## config.mk

```make
export PLATFORM = sky130hd
export DESIGN_NAME = ehgu_boxcar_avg_flat
export DESIGN_NICKNAME = d
export VERILOG_FILES = /design/src/rtl/ehgu_boxcar_avg_if.sv /design/src/rtl/ehgu_boxcar_avg.sv /design/src/flat_wrapper.sv
export SDC_FILE = /design/constraint.sdc
export NUM_CORES = 1
export LEC_CHECK = 0
export ABC_AREA = 0
export BUFFER_PORTS_ARGS = -buffer_cell sky130_fd_sc_hd__buf_2
export CORE_ASPECT_RATIO = 1.4
export CORE_MARGIN = 2
export CORE_UTILIZATION = 53
export DETAILED_ROUTE_END_ITERATION = 10
export GPL_TIMING_DRIVEN = 0
export PLACE_DENSITY = 0.75
export SYNTH_ARGS = -nofsm -noshare
export SYNTH_HDL_FRONTEND = slang
export SYNTH_SLANG_ARGS = --single-unit
```

## constraint.sdc

```tcl
create_clock -name clk -period 4.8 [get_ports clk]
set_clock_uncertainty 0.2 [all_clocks]
set_input_delay 0.96 -clock clk [delete_from_list [all_inputs] [get_ports clk]]
set_output_delay 0.96 -clock clk [all_outputs]
set_load 0.01 [all_outputs]
```

## src/rtl/ehgu_boxcar_avg_if.sv

```systemverilog
// Handshake and delay-line bus of the boxcar averager.
interface ehgu_boxcar_avg_if #(
  parameter int unsigned WIDTH    = 8,
  parameter int unsigned LOG2_WIN = 4
);
  logic                      in_valid;
  logic                      in_ready;
  logic [WIDTH-1:0]          in_data;
  logic                      sr_en;
  logic [WIDTH-1:0]          sr_data;
  logic [WIDTH-1:0]          dly_data;
  logic                      out_valid;
  logic                      out_ready;
  logic [WIDTH-1:0]          out_data;
  logic [WIDTH+LOG2_WIN-1:0] out_sum;
  logic                      out_warm;

  // Upstream source, delay-line model and downstream sink side.
  modport master (
    output in_valid, in_data, dly_data, out_ready,
    input  in_ready, sr_en, sr_data, out_valid, out_data, out_sum, out_warm
  );

  // Averager side.
  modport slave (
    input  in_valid, in_data, dly_data, out_ready,
    output in_ready, sr_en, sr_data, out_valid, out_data, out_sum, out_warm
  );
endinterface

```

## src/rtl/ehgu_boxcar_avg.sv

```systemverilog
// Running boxcar average over the last 2**LOG2_WIN accepted samples.
// Works with an external delay line (ehgu_sr_mem) that returns the sample
// accepted WINDOW samples earlier.
module ehgu_boxcar_avg #(
  parameter int unsigned WIDTH    = 8,
  parameter int unsigned LOG2_WIN = 4,
  parameter int unsigned ROUND    = 0
) (
  input  logic                   clk,
  input  logic                   rstn,
  input  logic                   clr,
  ehgu_boxcar_avg_if.slave       bus
);

  localparam int unsigned WINDOW  = 1 << LOG2_WIN;
  localparam int unsigned SUM_W   = WIDTH + LOG2_WIN;
  localparam int unsigned FILL_W  = LOG2_WIN + 1;
  localparam int unsigned RND_W   = SUM_W + 1;
  localparam int unsigned RND_ADD = (ROUND != 0 && LOG2_WIN > 0) ? (1 << (LOG2_WIN - 1)) : 0;

  logic              s1_valid;
  logic [WIDTH-1:0]  s1_data;
  logic [SUM_W-1:0]  sum;
  logic [FILL_W-1:0] fill;
  logic              out_valid_q;
  logic [WIDTH-1:0]  out_data_q;
  logic              out_warm_q;

  logic              adv_c;
  logic              accept_c;
  logic              full_c;
  logic [SUM_W-1:0]  dly_term_c;
  logic [SUM_W-1:0]  sum_next_c;
  logic [FILL_W-1:0] fill_next_c;
  logic [RND_W-1:0]  rnd_c;
  logic [RND_W-1:0]  shr_c;
  logic [WIDTH-1:0]  avg_c;

  // Handshake, running-sum update and average for the result being loaded.
  always_comb begin
    adv_c       = bus.out_ready | ~out_valid_q;
    accept_c    = bus.in_valid & adv_c & ~clr;
    full_c      = (fill == FILL_W'(WINDOW));
    // Until the window is populated the delay line holds stale data.
    dly_term_c  = full_c ? SUM_W'(bus.dly_data) : '0;
    sum_next_c  = sum + SUM_W'(s1_data) - dly_term_c;
    fill_next_c = full_c ? fill : fill + FILL_W'(1);
    rnd_c       = RND_W'(sum_next_c) + RND_W'(RND_ADD);
    shr_c       = rnd_c >> LOG2_WIN;
    avg_c       = (|shr_c[RND_W-1:WIDTH]) ? '1 : shr_c[WIDTH-1:0];
  end

  assign bus.in_ready  = adv_c;
  assign bus.sr_en     = accept_c;
  assign bus.sr_data   = bus.in_data;
  assign bus.out_valid = out_valid_q;
  assign bus.out_data  = out_data_q;
  assign bus.out_sum   = sum;
  assign bus.out_warm  = out_warm_q;

  // Stage 1: capture the accepted sample; holds while the output is stalled.
  always_ff @(posedge clk or negedge rstn) begin
    if (!rstn) begin
      s1_valid <= 1'b0;
      s1_data  <= '0;
    end else if (clr) begin
      s1_valid <= 1'b0;
    end else if (adv_c) begin
      s1_valid <= accept_c;
      if (accept_c) begin
        s1_data <= bus.in_data;
      end
    end
  end

  // Stage 2: accumulate, track fill level and load the result registers.
  always_ff @(posedge clk or negedge rstn) begin
    if (!rstn) begin
      sum         <= '0;
      fill        <= '0;
      out_valid_q <= 1'b0;
      out_data_q  <= '0;
      out_warm_q  <= 1'b0;
    end else if (clr) begin
      sum         <= '0;
      fill        <= '0;
      out_valid_q <= 1'b0;
      out_data_q  <= '0;
      out_warm_q  <= 1'b0;
    end else if (adv_c) begin
      out_valid_q <= s1_valid;
      if (s1_valid) begin
        sum        <= sum_next_c;
        fill       <= fill_next_c;
        out_data_q <= avg_c;
        out_warm_q <= (fill_next_c == FILL_W'(WINDOW));
      end
    end
  end

endmodule

```

## src/flat_wrapper.sv

```systemverilog
// flat-port wrapper written by rule: the top's interface ports become plain ports
module ehgu_boxcar_avg_flat 
#(
  parameter int unsigned WIDTH    = 8,
  parameter int unsigned LOG2_WIN = 4,
  parameter int unsigned ROUND    = 0
)
  (clk, rstn, clr, bus_in_valid, bus_in_data, bus_dly_data, bus_out_ready, bus_in_ready, bus_sr_en, bus_sr_data, bus_out_valid, bus_out_data, bus_out_sum, bus_out_warm);
  ehgu_boxcar_avg_if #(.WIDTH(WIDTH), .LOG2_WIN(LOG2_WIN)) bus_i ();
  input  logic clk;
  input  logic rstn;
  input  logic clr;
  input wire logic [$bits(bus_i.in_valid)-1:0] bus_in_valid;
  input wire logic [$bits(bus_i.in_data)-1:0] bus_in_data;
  input wire logic [$bits(bus_i.dly_data)-1:0] bus_dly_data;
  input wire logic [$bits(bus_i.out_ready)-1:0] bus_out_ready;
  output wire logic [$bits(bus_i.in_ready)-1:0] bus_in_ready;
  output wire logic [$bits(bus_i.sr_en)-1:0] bus_sr_en;
  output wire logic [$bits(bus_i.sr_data)-1:0] bus_sr_data;
  output wire logic [$bits(bus_i.out_valid)-1:0] bus_out_valid;
  output wire logic [$bits(bus_i.out_data)-1:0] bus_out_data;
  output wire logic [$bits(bus_i.out_sum)-1:0] bus_out_sum;
  output wire logic [$bits(bus_i.out_warm)-1:0] bus_out_warm;
  assign bus_i.in_valid = bus_in_valid;
  assign bus_i.in_data = bus_in_data;
  assign bus_i.dly_data = bus_dly_data;
  assign bus_i.out_ready = bus_out_ready;
  assign bus_in_ready = bus_i.in_ready;
  assign bus_sr_en = bus_i.sr_en;
  assign bus_sr_data = bus_i.sr_data;
  assign bus_out_valid = bus_i.out_valid;
  assign bus_out_data = bus_i.out_data;
  assign bus_out_sum = bus_i.out_sum;
  assign bus_out_warm = bus_i.out_warm;
  ehgu_boxcar_avg #(.WIDTH(WIDTH), .LOG2_WIN(LOG2_WIN), .ROUND(ROUND)) u_core (.clk(clk), .rstn(rstn), .clr(clr), .bus(bus_i));
endmodule
```

==> results.md <==
- Max Slew Vio Count: 0
- GRT Util Overall: 20.8%
- Worst reg2reg startpoint: u_core.fill[0]
- Final hold violation count: 0
- Die width: 58.0 um
- Main synth FF type: dfrtp_1
- WL/cell: 12.9 um
- Antenna fix cells: 0
- Worst reg-to-reg path cell count: 13
- Cts repair resizes: 0
- Post-detailed-route count of antenna-violating nets: 0
- RD Place Congestion: 0.819
- Endpoints failing setup: 0
- Worst Path Max Fanout: 10
- Max-slew headroom: 44.5%
- Reg2reg end: u_core.bus.out_data[7]
- CTS buffer count: 3
- DRC Markers: 0
- Max Freq: 272 MHz
- EDFF count, synth: 0
- # hold bufs at CTS: 0
- Critical Path RT: 4790 ps
- Root Buffer: clkbuf_8
- Area of the core: 3920 um^2
- WHS: 301 ps
- Transition time of the tightest slew-check pin: 826 ps
- Top Ports: 53
- Post-synth top area share: 32.3%
- Overall power: 1.08 mW
- Synthesized instance count: 245
- Fin Setup TNS: 0 ps
- Routed vias: 1824
- # port buffers: 52
- Max-cap viol count: 0
- Crit path capture: u_core.bus.out_data[7]
- Critical Path End Type: flop
- Final Cycle Share: 76.5%
- WL final: 4420 um
- Worst skew pair latency: 280 ps
- Leakage power: 1.33 nW
- Syn_nets: 288
- Fin crit period: 3670 ps
- CTS tree: done
- Worst setup margin: 1130 ps
- Mapped cell area: 2170 um^2
- Initial Util: 55.3%
- Status: completed
- Vias in the first global route: 1724
- Synth cell types: 46
- Most frequent cell after synthesis: inv_1
- Worst hold path class: reg -> reg
- Clk slew on worst S/H paths: 100 ps
- Mean cell area of the mapped netlist: 8.85 um^2
- Initial antenna violation count: 0
- Yosys reg bits: 28
- Ys Warns: 0
- WP data arrival: 3670 ps
- Crit path from: u_core.fill[0]
- Crit Path Category: reg -> reg
- Synth top cells by count: inv_1 (37), dfrtp_1 (28), nand2_1 (24)
- Htree depth: 1
- DRT Pass-1 Iters: 4
- Vias per std cell: 5.30
- CP Launch Type: flop
- Layout cell share with drive strength beyond 1: 28.6%
- Initial drt markers: 43
- RSZ-0062 raised after global routing: false
- Overflow left after global routing: 0
- R2R setup slack: 1130 ps
- Power per standard cell area: 426 nW/um^2
- CTS Sinks: 28
- Post-CTS setup buffer count: 0
- Die Span Y: 79.7 um
- Util after Layout: 64.7%
- Nets: 345
- Max Buffers Root-to-Sink: 2
- Detailed Place HPWL: 3470 um
- Largest net degree at the start of global routing: 29
- Area grow syn2layout: 17.0%
- Pre-CTS setup slack: 1140 ps
- Global-route wire length before repair: 7570 um
- Rows: 27
- Maximum VDD drop: 0.284 mV
- Leading area contributor after synthesis: dfrtp_1
- Largest cells by area after synthesis: dfrtp_1 (32%), ha_1 (8.1%), fa_1 (7.4%)
- Sequential fraction of the synthesis area: 32.3%
- Die area: 4620 um^2
- Async set-reset flop share out of synthesis: 100%
-- registers in the layout, summed over array words and instances, names as in the netlist --
signal	flops
u_core.fill	5
u_core.bus.out_data	8
u_core.bus.out_sum	4
u_core.bus.out_warm	1
u_core.bus.out_valid	1
u_core.s1_valid	1
u_core.s1_data	8
-- cell usage in the layout, fill, tap and decap left out, types with 5 or more instances in the layout --
cell / synthesis / layout
inv_1: 37 / 37
xor2_1: 5 / 5
o21ai_1: 16 / 16
and2_1: 9 / 9
buf_2: 3 / 55
a21oi_1: 15 / 15
fa_1: 8 / 8
nor2_1: 7 / 7
dfrtp_1: 28 / 28
ha_1: 14 / 14
nand2_1: 24 / 24
buf_4: 17 / 17
-- through the flow --
stage / std cells / cell area, um^2
floorplan: 245 / 2170
global placement: 340 / 2480
detailed placement: 340 / 2480
CTS: 344 / 2540
global route: 344 / 2540
finish: 344 / 2540
-- power by group --
| group | internal [mW] | switching (mW) |
|---|---|---|
| clock | 0.0735 | 0.0766 |
| sequential | 0.273 | 0.0348 |
| combinational | 0.281 | 0.342 |
| total | 0.628 | 0.453 |
-- critical path, cell delays in order (launching register included) --
cell and delay (ps):
dfrtp_1 440, inv_1 90, ha_1 190, and4bb_1 200, clkbuf_1 230, and2_1 240, fa_1 540, inv_1 60
ha_1 300, a211o_1 290, a211oi_1 240, a211o_2 190, mux2_4 300, o2111ai_1 80
-- routing by layer --
metal	vias to the layer above	global-route usage, %	wire length, um
met2	48	37.0	2310
met4	0	5.35	50
met3	6	2.92	200
li1	915	-	-
met5	-	0	0
met1	855	26.0	1870
-- final cells by class --
| type | count | area, um^2 |
|---|---|---|
| fillers | 371 | 1380 |
| clock buffers | 4 | 55.1 |
| repair buffers | 52 | 260 |
| multi-input cells | 156 | 1160 |
| flip-flops and latches | 28 | 701 |
| well taps | 43 | 53.8 |
| plain buffers | 22 | 158 |
| inverters | 39 | 146 |
-- worst min path at each step --
stage | depth (start not counted) | start | slack, ps | end
final | 1 | u_core.bus.out_warm | 300 | u_core.bus.out_warm
after global routing | 1 | u_core.bus.out_warm | 330 | u_core.bus.out_warm
after CTS | 1 | u_core.bus.out_warm | 310 | u_core.bus.out_warm
after detailed placement | 1 | u_core.bus.out_warm | 290 | u_core.bus.out_warm
after global placement | 1 | u_core.bus.out_warm | 270 | u_core.bus.out_warm
after floorplan | 1 | u_core.fill[4] | 280 | u_core.fill[4]
-- logic make-up after synthesis --
family                     share of synthesized area [%]
AOI/OAI and AO/OA                                   16.5
xor gates and xnor gates                            3.64
adders and majority gates                           15.5
buffers and inverters                               14.0
DFF                                                 32.3
muxes                                               1.67
and+or+nand+nor                                     16.4
No activity file was read; power rests on OpenSTA's default activity.
